===== src/rtl/ram_fifo_pkg.sv =====
// Shared constants and sizing helpers for the RAM-backed FIFO controller.
package ram_fifo_pkg;

    localparam int DEF_D_WIDTH   = 16;
    localparam int DEF_A_WIDTH   = 5;
    localparam int DEF_AE_THRESH = 2;

    function automatic int fifo_depth(input int aw);
        return 1 << aw;
    endfunction

    // Level counts 0..DEPTH inclusive, so it needs one bit more than a pointer.
    function automatic int level_width(input int aw);
        return aw + 1;
    endfunction

    function automatic int def_af_thresh(input int aw);
        return (1 << aw) - 2;
    endfunction

endpackage


===== src/rtl/ram_fifo_ptr.sv =====
// Wrapping RAM address pointer with increment enable and synchronous clear.
module ram_fifo_ptr
    import ram_fifo_pkg::*;
#(
    parameter int A_WIDTH = DEF_A_WIDTH
) (
    input  logic               clk,
    input  logic               rst_n,
    input  logic               clr,
    input  logic               inc,
    output logic [A_WIDTH-1:0] ptr
);

    logic [A_WIDTH-1:0] ptr_d;
    logic [A_WIDTH-1:0] ptr_q;

    // Clear wins over increment; the natural binary wrap covers DEPTH-1 -> 0.
    always_comb begin
        ptr_d = ptr_q;
        if (clr) begin
            ptr_d = '0;
        end else if (inc) begin
            ptr_d = ptr_q + A_WIDTH'(1);
        end
    end

    always_ff @(posedge clk or negedge rst_n) begin
        if (!rst_n) begin
            ptr_q <= '0;
        end else begin
            ptr_q <= ptr_d;
        end
    end

    assign ptr = ptr_q;

endmodule


===== src/rtl/ram_fifo_ctrl.sv =====
// Synchronous FIFO controller driving a simple dual-port RAM with 1-cycle read latency.
module ram_fifo_ctrl
    import ram_fifo_pkg::*;
#(
    parameter int D_WIDTH   = DEF_D_WIDTH,
    parameter int A_WIDTH   = DEF_A_WIDTH,
    parameter int AF_THRESH = def_af_thresh(A_WIDTH),
    parameter int AE_THRESH = DEF_AE_THRESH
) (
    input  logic               clk,
    input  logic               rst_n,
    input  logic               flush,
    input  logic               wr_en,
    input  logic [D_WIDTH-1:0] wr_data,
    output logic               full,
    output logic               almost_full,
    input  logic               rd_en,
    output logic               rd_valid,
    output logic [D_WIDTH-1:0] rd_data,
    output logic               empty,
    output logic               almost_empty,
    output logic [A_WIDTH:0]   level,
    output logic               overflow,
    output logic               underflow,
    output logic               ram_write_enable,
    output logic [A_WIDTH-1:0] ram_address_write,
    output logic [D_WIDTH-1:0] ram_data_write,
    output logic [A_WIDTH-1:0] ram_address_read,
    input  logic [D_WIDTH-1:0] ram_data_read
);

    localparam int LW    = level_width(A_WIDTH);
    localparam int DEPTH = fifo_depth(A_WIDTH);

    logic [LW-1:0]      level_d, level_q;
    logic               rd_valid_d, rd_valid_q;
    logic               overflow_d, overflow_q;
    logic               underflow_d, underflow_q;
    logic               push_ok, pop_ok;
    logic [A_WIDTH-1:0] wr_ptr, rd_ptr;

    assign full         = (level_q == LW'(DEPTH));
    assign empty        = (level_q == '0);
    assign almost_full  = (level_q >= LW'(AF_THRESH));
    assign almost_empty = (level_q <= LW'(AE_THRESH));

    // A pop frees a slot in the same cycle, so a push into a full FIFO is
    // still accepted when paired with a pop. Flush suppresses both.
    assign pop_ok  = rd_en & ~empty & ~flush;
    assign push_ok = wr_en & (~full | pop_ok) & ~flush;

    always_comb begin
        level_d     = level_q + LW'(push_ok) - LW'(pop_ok);
        rd_valid_d  = pop_ok;
        overflow_d  = overflow_q | (wr_en & full & ~pop_ok);
        underflow_d = underflow_q | (rd_en & empty);
        if (flush) begin
            level_d     = '0;
            rd_valid_d  = 1'b0;
            overflow_d  = 1'b0;
            underflow_d = 1'b0;
        end
    end

    always_ff @(posedge clk or negedge rst_n) begin
        if (!rst_n) begin
            level_q     <= '0;
            rd_valid_q  <= 1'b0;
            overflow_q  <= 1'b0;
            underflow_q <= 1'b0;
        end else begin
            level_q     <= level_d;
            rd_valid_q  <= rd_valid_d;
            overflow_q  <= overflow_d;
            underflow_q <= underflow_d;
        end
    end

    ram_fifo_ptr #(.A_WIDTH(A_WIDTH)) u_wr_ptr (
        .clk   (clk),
        .rst_n (rst_n),
        .clr   (flush),
        .inc   (push_ok),
        .ptr   (wr_ptr)
    );

    ram_fifo_ptr #(.A_WIDTH(A_WIDTH)) u_rd_ptr (
        .clk   (clk),
        .rst_n (rst_n),
        .clr   (flush),
        .inc   (pop_ok),
        .ptr   (rd_ptr)
    );

    // The RAM registers memory[rd_ptr] on the pop edge, so its output lines up
    // with rd_valid one cycle later without any extra staging here.
    assign ram_write_enable  = push_ok;
    assign ram_address_write = wr_ptr;
    assign ram_data_write    = wr_data;
    assign ram_address_read  = rd_ptr;

    assign rd_data   = ram_data_read;
    assign rd_valid  = rd_valid_q;
    assign level     = level_q;
    assign overflow  = overflow_q;
    assign underflow = underflow_q;

endmodule


===== config.mk =====
export PLATFORM = sky130hd
export DESIGN_NAME = ram_fifo_ctrl
export DESIGN_NICKNAME = d
export VERILOG_FILES = /design/src/rtl/ram_fifo_pkg.sv /design/src/rtl/ram_fifo_ptr.sv /design/src/rtl/ram_fifo_ctrl.sv
export SDC_FILE = /design/constraint.sdc
export NUM_CORES = 1
export LEC_CHECK = 0
export ABC_AREA = 1
export CAP_MARGIN = 20
export CORE_MARGIN = 3
export CORE_UTILIZATION = 33
export DETAILED_ROUTE_END_ITERATION = 12
export PLACE_DENSITY = 0.88
export SLEW_MARGIN = 20
export SYNTH_ARGS = -nofsm -noshare
export SYNTH_HDL_FRONTEND = slang
export SYNTH_HIERARCHICAL = 1
export SYNTH_SLANG_ARGS = --single-unit

===== constraint.sdc =====
create_clock -name clk -period 2.5 [get_ports clk]
set_clock_uncertainty 0.1 [all_clocks]
set_input_delay 0.375 -clock clk [delete_from_list [all_inputs] [get_ports clk]]
set_output_delay 0.375 -clock clk [all_outputs]
set_load 0.01 [all_outputs]

# --- Yosys cells after proc, flatten, opt, wreduce, memory -nomap -nowiden ---
# Index checks and enable logic that the tools add are counted.
totals:
  reg_bits: 19
  out_inout_bits: 56
op_classes:
  n_addsub: 4
  order_cmp: 2
  eq_ne: 1
  n_mux: 8
  n_bitwise: 14
  reduce_logical: 3
op_table:
  columns: ["op", "count"]
  rows:
  - ["5-bit 2-to-1 mux", 4]
  - ["5-bit by 1-bit adder with 5-bit output (second input constant)", 2]
  - ["1-bit AND", 7]
  - ["6-bit by 1-bit adder with 6-bit output", 1]
  - ["6-bit equality test (second input constant)", 1]
  - ["6-bit by 5-bit greater-or-equal comparator with 1-bit output (second input constant)", 1]
  - ["6-bit by 2-bit less-or-equal comparator with 1-bit output (second input constant)", 1]
  - ["6-bit zero test", 1]
  - ["6-bit 2-to-1 mux", 1]
  - ["6-bit by 1-bit subtractor with 6-bit output", 1]
  - ["1-bit inverter", 4]
  - ["2-bit nonzero test", 2]
  - ["1-bit 2-to-1 mux", 3]
  - ["1-bit bitwise OR", 3]

# --- Logic depth before layout (Yosys ltp) ---
depth:
  word_depth: 10
  ltp_mapped: 18
  mapped_depth_nobuf: 18

# --- Hierarchy ---
# Netlist, hierarchy kept.
by_module_without_submodules:
  columns: ["module", "instances", "cells_per_inst", "area_each_um2"]
  rows:
  - ["ram_fifo_ctrl", 1, 123, 943.4]
  - ["ram_fifo_ptr", 2, 32, 266.5]

# --- Worst setup path after synthesis ---
# No wires, ideal clock.
synth_timing:
  path_type: "register to register"
  start: "register level_q[3], in the netlist level[3]"
  end: "register level_q[4], in the netlist level[4]"
  setup_time_ps: 117
  t_arrival_ps: 2652
  slack_ps: -369
  stages_incl_launch_ff: 19
  n_path_buf: 0
  path_cell_list: "dfrtp_1 inv_1 ha_1 inv_1 nor2_2 nand3_1 nand2_1 a21oi_2 inv_1 ha_1 inv_1 ha_1 fa_1 nand2_1 nand2_1 a21oi_1 nand2_1 nand2_1 nor2_1"
synth_via:
  elab_chain_len: 10
synth_rtl:
  columns: ["item", "line", "rtl"]
  rows:
  - ["from (decl)", "ram_fifo_ctrl.sv:35", "logic [LW-1:0] level_d, level_q;"]
  - ["from (signal assigned)", "ram_fifo_ctrl.sv:72", "level_q <= level_d;"]
  - ["6-bit zero test", "ram_fifo_ctrl.sv:43", "assign empty = (level_q == '0);"]
  - ["1-bit inverter", "ram_fifo_ctrl.sv:49", "assign pop_ok = rd_en & ~empty & ~flush;"]
  - ["1-bit AND (2 in a row)", "ram_fifo_ctrl.sv:49", null]
  - ["1-bit bitwise OR *", "ram_fifo_ctrl.sv:50", "assign push_ok = wr_en & (~full | pop_ok) & ~flush;"]
  - ["1-bit AND * (2 in a row)", "ram_fifo_ctrl.sv:50", null]
  - ["net ram_write_enable", "ram_fifo_ctrl.sv:25", "output logic ram_write_enable,"]
  - ["6-bit by 1-bit adder with 6-bit output *", "ram_fifo_ctrl.sv:53", "level_d = level_q + LW'(push_ok) - LW'(pop_ok);"]
  - ["6-bit by 1-bit subtractor with 6-bit output *", "ram_fifo_ctrl.sv:53", null]
  - ["6-bit 2-to-1 mux *", "ram_fifo_ctrl.sv:57", "if (flush) begin"]
  - ["net level_d[4]", "ram_fifo_ctrl.sv:35", null]
# Mark *: on every way through the listed nets, which the timed path passes. The rest lies on a longest branch.
# A chain may end at the register's enable or synchronous reset.

# --- Final worst setup path ---
layout_timing:
  start: "register level_q[4], in the netlist level[4]"
  end: "register level_q[4], in the netlist level[4]"
layout_via:
  elab_chain_len: 10
layout_rtl:
  columns: ["item", "line"]
  rows:
  - ["6-bit zero test", "ram_fifo_ctrl.sv:43"]
  - ["1-bit inverter", "ram_fifo_ctrl.sv:49"]
  - ["1-bit AND (2 in a row)", "ram_fifo_ctrl.sv:49"]
  - ["1-bit bitwise OR", "ram_fifo_ctrl.sv:50"]
  - ["1-bit AND (2 in a row)", "ram_fifo_ctrl.sv:50"]
  - ["6-bit by 1-bit adder with 6-bit output", "ram_fifo_ctrl.sv:53"]
  - ["6-bit by 1-bit subtractor with 6-bit output *", "ram_fifo_ctrl.sv:53"]
  - ["6-bit 2-to-1 mux *", "ram_fifo_ctrl.sv:57"]
  - ["net level_d[4]", "ram_fifo_ctrl.sv:35"]
# Marks and branches as above.

==> key figures <==
Outcome
  – Status: complete, but fails checks
  – Failing checks: negative setup slack

Timing
  – Fmax: 395 MHz
  – Fin Setup TNS: -0.0323 ns
  – Final period demand of the worst path: 2.53 ns
  – Hold Vio Cnt, Final: 0
  – Period utilization: 101%
  – Final Max Tran Viols: 0
  – Slew @ Worst Pin: 0.246 ns
  – RSZ-0062 raised after global routing: yes
  – Final Setup Violations: 1
  – Slew HR: 83.6%
  – Worst setup margin: -0.0323 ns

Synthesis
  – Syn_nets: 240
  – Mapped Area: 0.00148 sq mm
  – Xor/xnor share of the synthesized area: 1.19%
  – Post-synthesis mux area share: 0%
  – #FFs+latches synth: 19
  – Top cell type's share of synthesized area: 32.2%
  – Synth Warn #: 6
  – Main combinational cell family by area after synthesis: buffers and inverters
  – Adder-Cell Fraction of Synth Area: 14.1%
  – Mean Syn Cell Area: 7.90 sq um
  – Compound-Gate Fraction of Synth Area: 6.36%
  – Mapped Cells: 187
  – Largest area contributor in the netlist: dfrtp_1
  – Register area share after synthesis: 32.2%
  – Synth area leaders: dfrtp_1 32%, buf_4 16%, ha_1 13%
  – Synth Area in Simple Gates: 22.0%
  – Netlist cell types: 20

Layout
  – Commonest non-fill, non-tap cell in the layout: nand2_1
  – Layout Cells excl Fill: 258
  – Filler cells: 406
  – FF/Latch Area: 475 sq um
  – ANT cells: 0
  – Area of the multi-input gates: 726 sq um
  – Final core occ: 45.0%
  – Synth-to-layout area growth: 26.4%
  – Final #Nets: 262
  – Most frequent cells in the layout: 29 x nand2_1, 27 x clkdlybuf4s50_1, 22 x inv_1
  – Share of layout cells above drive strength 1: 24.5%

Hold path
  – Hold Path Class: primary input to async pin

Routing
  – Drt drc: 0
  – Post-Route WL: 3100 um
  – DRT Pass-1 Iters: 4
  – Routed Antenna Nets: 0
  – Vias per cell: 4.51
  – Via count: 1163
  – Iteration-0 DRC Markers: 20
  – Wire per inst: 12.0 um

Worst setup path
  – FF-to-FF End: level[4]
  – Critical path's slowest cell: dfrtp_1
  – Critical path, cell by cell: inv_1 > ha_1 > nand3_4 > nand2_4 > a21oi_4 > inv_2 > ha_4 > inv_2 > ha_4 > fa_2 > nand2_1 > nand2_1 > a21oi_2 > nand2_1 > nand2_1 > nor2_1
  – Crit path max fanout: 3
  – R2R cell count: 16
  – Most used cell, CP: nand2_1
  – CP peak stage delay: 0.34 ns
  – Reg2reg setup slack: -0.03 ns
  – Worst path bufs/invs: 3
  – Worst EP arrival: 2.58 ns
  – Top cell family by delay on the critical path: adder cells
  – Startpoint types: flop
  – Reg2reg start: level[4]
  – Setup crit end kind: flop
  – Worst endpoint required time: 2.55 ns
  – Worst Setup Path Type: flop to flop

Floorplanning
  – Die ar.: 0.00531 sq mm
  – DIE WIDTH: 72.9 um
  – Cell row count: 23
  – Core area: 0.00414 sq mm
  – Die Height: 72.9 um
  – Initial Util: 35.6%
  – I/O Pins: 93

Clock tree
  – CTS tree: yes
  – H-tree lvl count: 1
  – Root buffer cell: clkbuf_8
  – Post-CTS Hold Fix Bufs: 0
  – Clk sinks: 19
  – Worst-Skew Late Latency: 0.25 ns
  – Max clock buf depth: 2
  – TritonCTS buffer count: 3
  – CTS clk-pin slew, worst paths: 0.07 ns

Placement
  – Placed Cells: 248
  – HPWL Detailed: 2350 um
  – RePlAce Congestion: 0.847
  – PortBufs: 28

Power and ir drop
  – Leak: 0.000909 uW
  – Maximum vdd drop: 0.409 mV
  – Pwr Density: 928 mW/mm^2

Global routing
  – Initial antenna violation count: 0
  – Global-route wire length before repair: 5090 um
  – Number of global-route vias before repair: 1171
  – GR Util All Layers: 12.2%
  – Largest net degree at the start of global routing: 20
  – Grt ovf: 0

Job
  – Max_cap viols: 0
## worst max path at each step
| stage | cells after the start | from | endpoint | slack (ns) |
|---|---|---|---|---|
| 2_1_floorplan | 18 | level[3] | level[4] | -0.15 |
| 3_3_place_gp | 14 | rd_en | level[4] | -0.14 |
| 3_5_place_dp | 14 | rd_en | level[4] | -0.19 |
| 4_1_cts | 18 | level[3] | level[4] | 0.006 |
| 5_1_grt | 18 | level[3] | level[4] | -0.19 |
| 6_report | 16 | level[4] | level[4] | -0.03 |
## registers in the layout, indices dropped and copies added (netlist names)
name,count
u_rd_ptr/ptr,5
underflow,1
overflow,1
rd_valid,1
level,6
u_wr_ptr/ptr,5
## through the flow
step                hold slack, ns  instance area (sq um)  power (uW)  worst slack (ns)
global placement             0.398                   1740        1370            -0.141
detailed placement           0.399                   1740        1420            -0.191
global route                 0.383                   1870        1890            -0.185
finish                       0.353                   1870        1730           -0.0323
CTS                          0.360                   1850        1710           0.00601
floorplan                  -0.0206                   1520        1050            -0.145
## report_power, final
group	internal [uW]	leakage, uW	switching (uW)
sequential	365	0.000257	40.8
clock	111	0.0000255	99.9
combinational	536	0.000627	579
## worst reg2reg max path, stage by stage, from the launching register on
cell and delay [ns]:
dfrtp_1 0.34, inv_1 0.07, ha_1 0.24, nand3_4 0.10
nand2_4 0.08, a21oi_4 0.18, inv_2 0.06, ha_4 0.27
inv_2 0.04, ha_4 0.15, fa_2 0.34, nand2_1 0.07
nand2_1 0.06, a21oi_2 0.16, nand2_1 0.07, nand2_1 0.06
nor2_1 0.03
## what timing repair did
action,CTS,global route
setup endpoints to repair,1,3
buffers inserted,5,1
resized for setup,6,3
pin swaps,4,3
## layer usage
| layer | vias to the layer above | global-route usage (%) | routed length [um] |
|---|---|---|---|
| met3 | 8 | 2.34 | 165 |
| met5 | - | 0 | 0 |
| met1 | 536 | 13.7 | 1230 |
| met4 | 0 | 4.92 | 60 |
| li1 | 586 | - | - |
| met2 | 33 | 22.5 | 1650 |
## kinds of logic after synthesis
logic type	Yosys count
AND/OR/NAND/NOR	70
buffers and inverters	63
flip-flops	19
AO/OA/AOI/OAI	17
adder cells (fa/ha/maj)	16
XOR/XNOR	2
## synthesized netlist by cell type
cell type / instances
buf_4: 32
xnor2_1: 2
inv_1: 27
a21oi_2: 1
nand2_1: 31
o21ai_1: 2
dfrtp_1: 19
nor2_4: 5
a21oi_1: 8
clkinv_1: 2
fa_1: 1
ha_1: 15
inv_2: 2
nor2_2: 3
a31oi_1: 1
o21ai_2: 1
nor2_1: 17
nor3_1: 2
o21ai_0: 4
nand3_1: 12
## area by class of cell
cell class	count	share of cell area, %
Clock inverter	1	0.268
Tap cell	50	3.35
Clock buffer	3	2.21
Inverter	31	6.37
Timing Repair Buffer	49	23.4
Sequential cell	19	25.5
Multi-Input combinational cell	105	38.9
(Power assumes the default switching activity.)
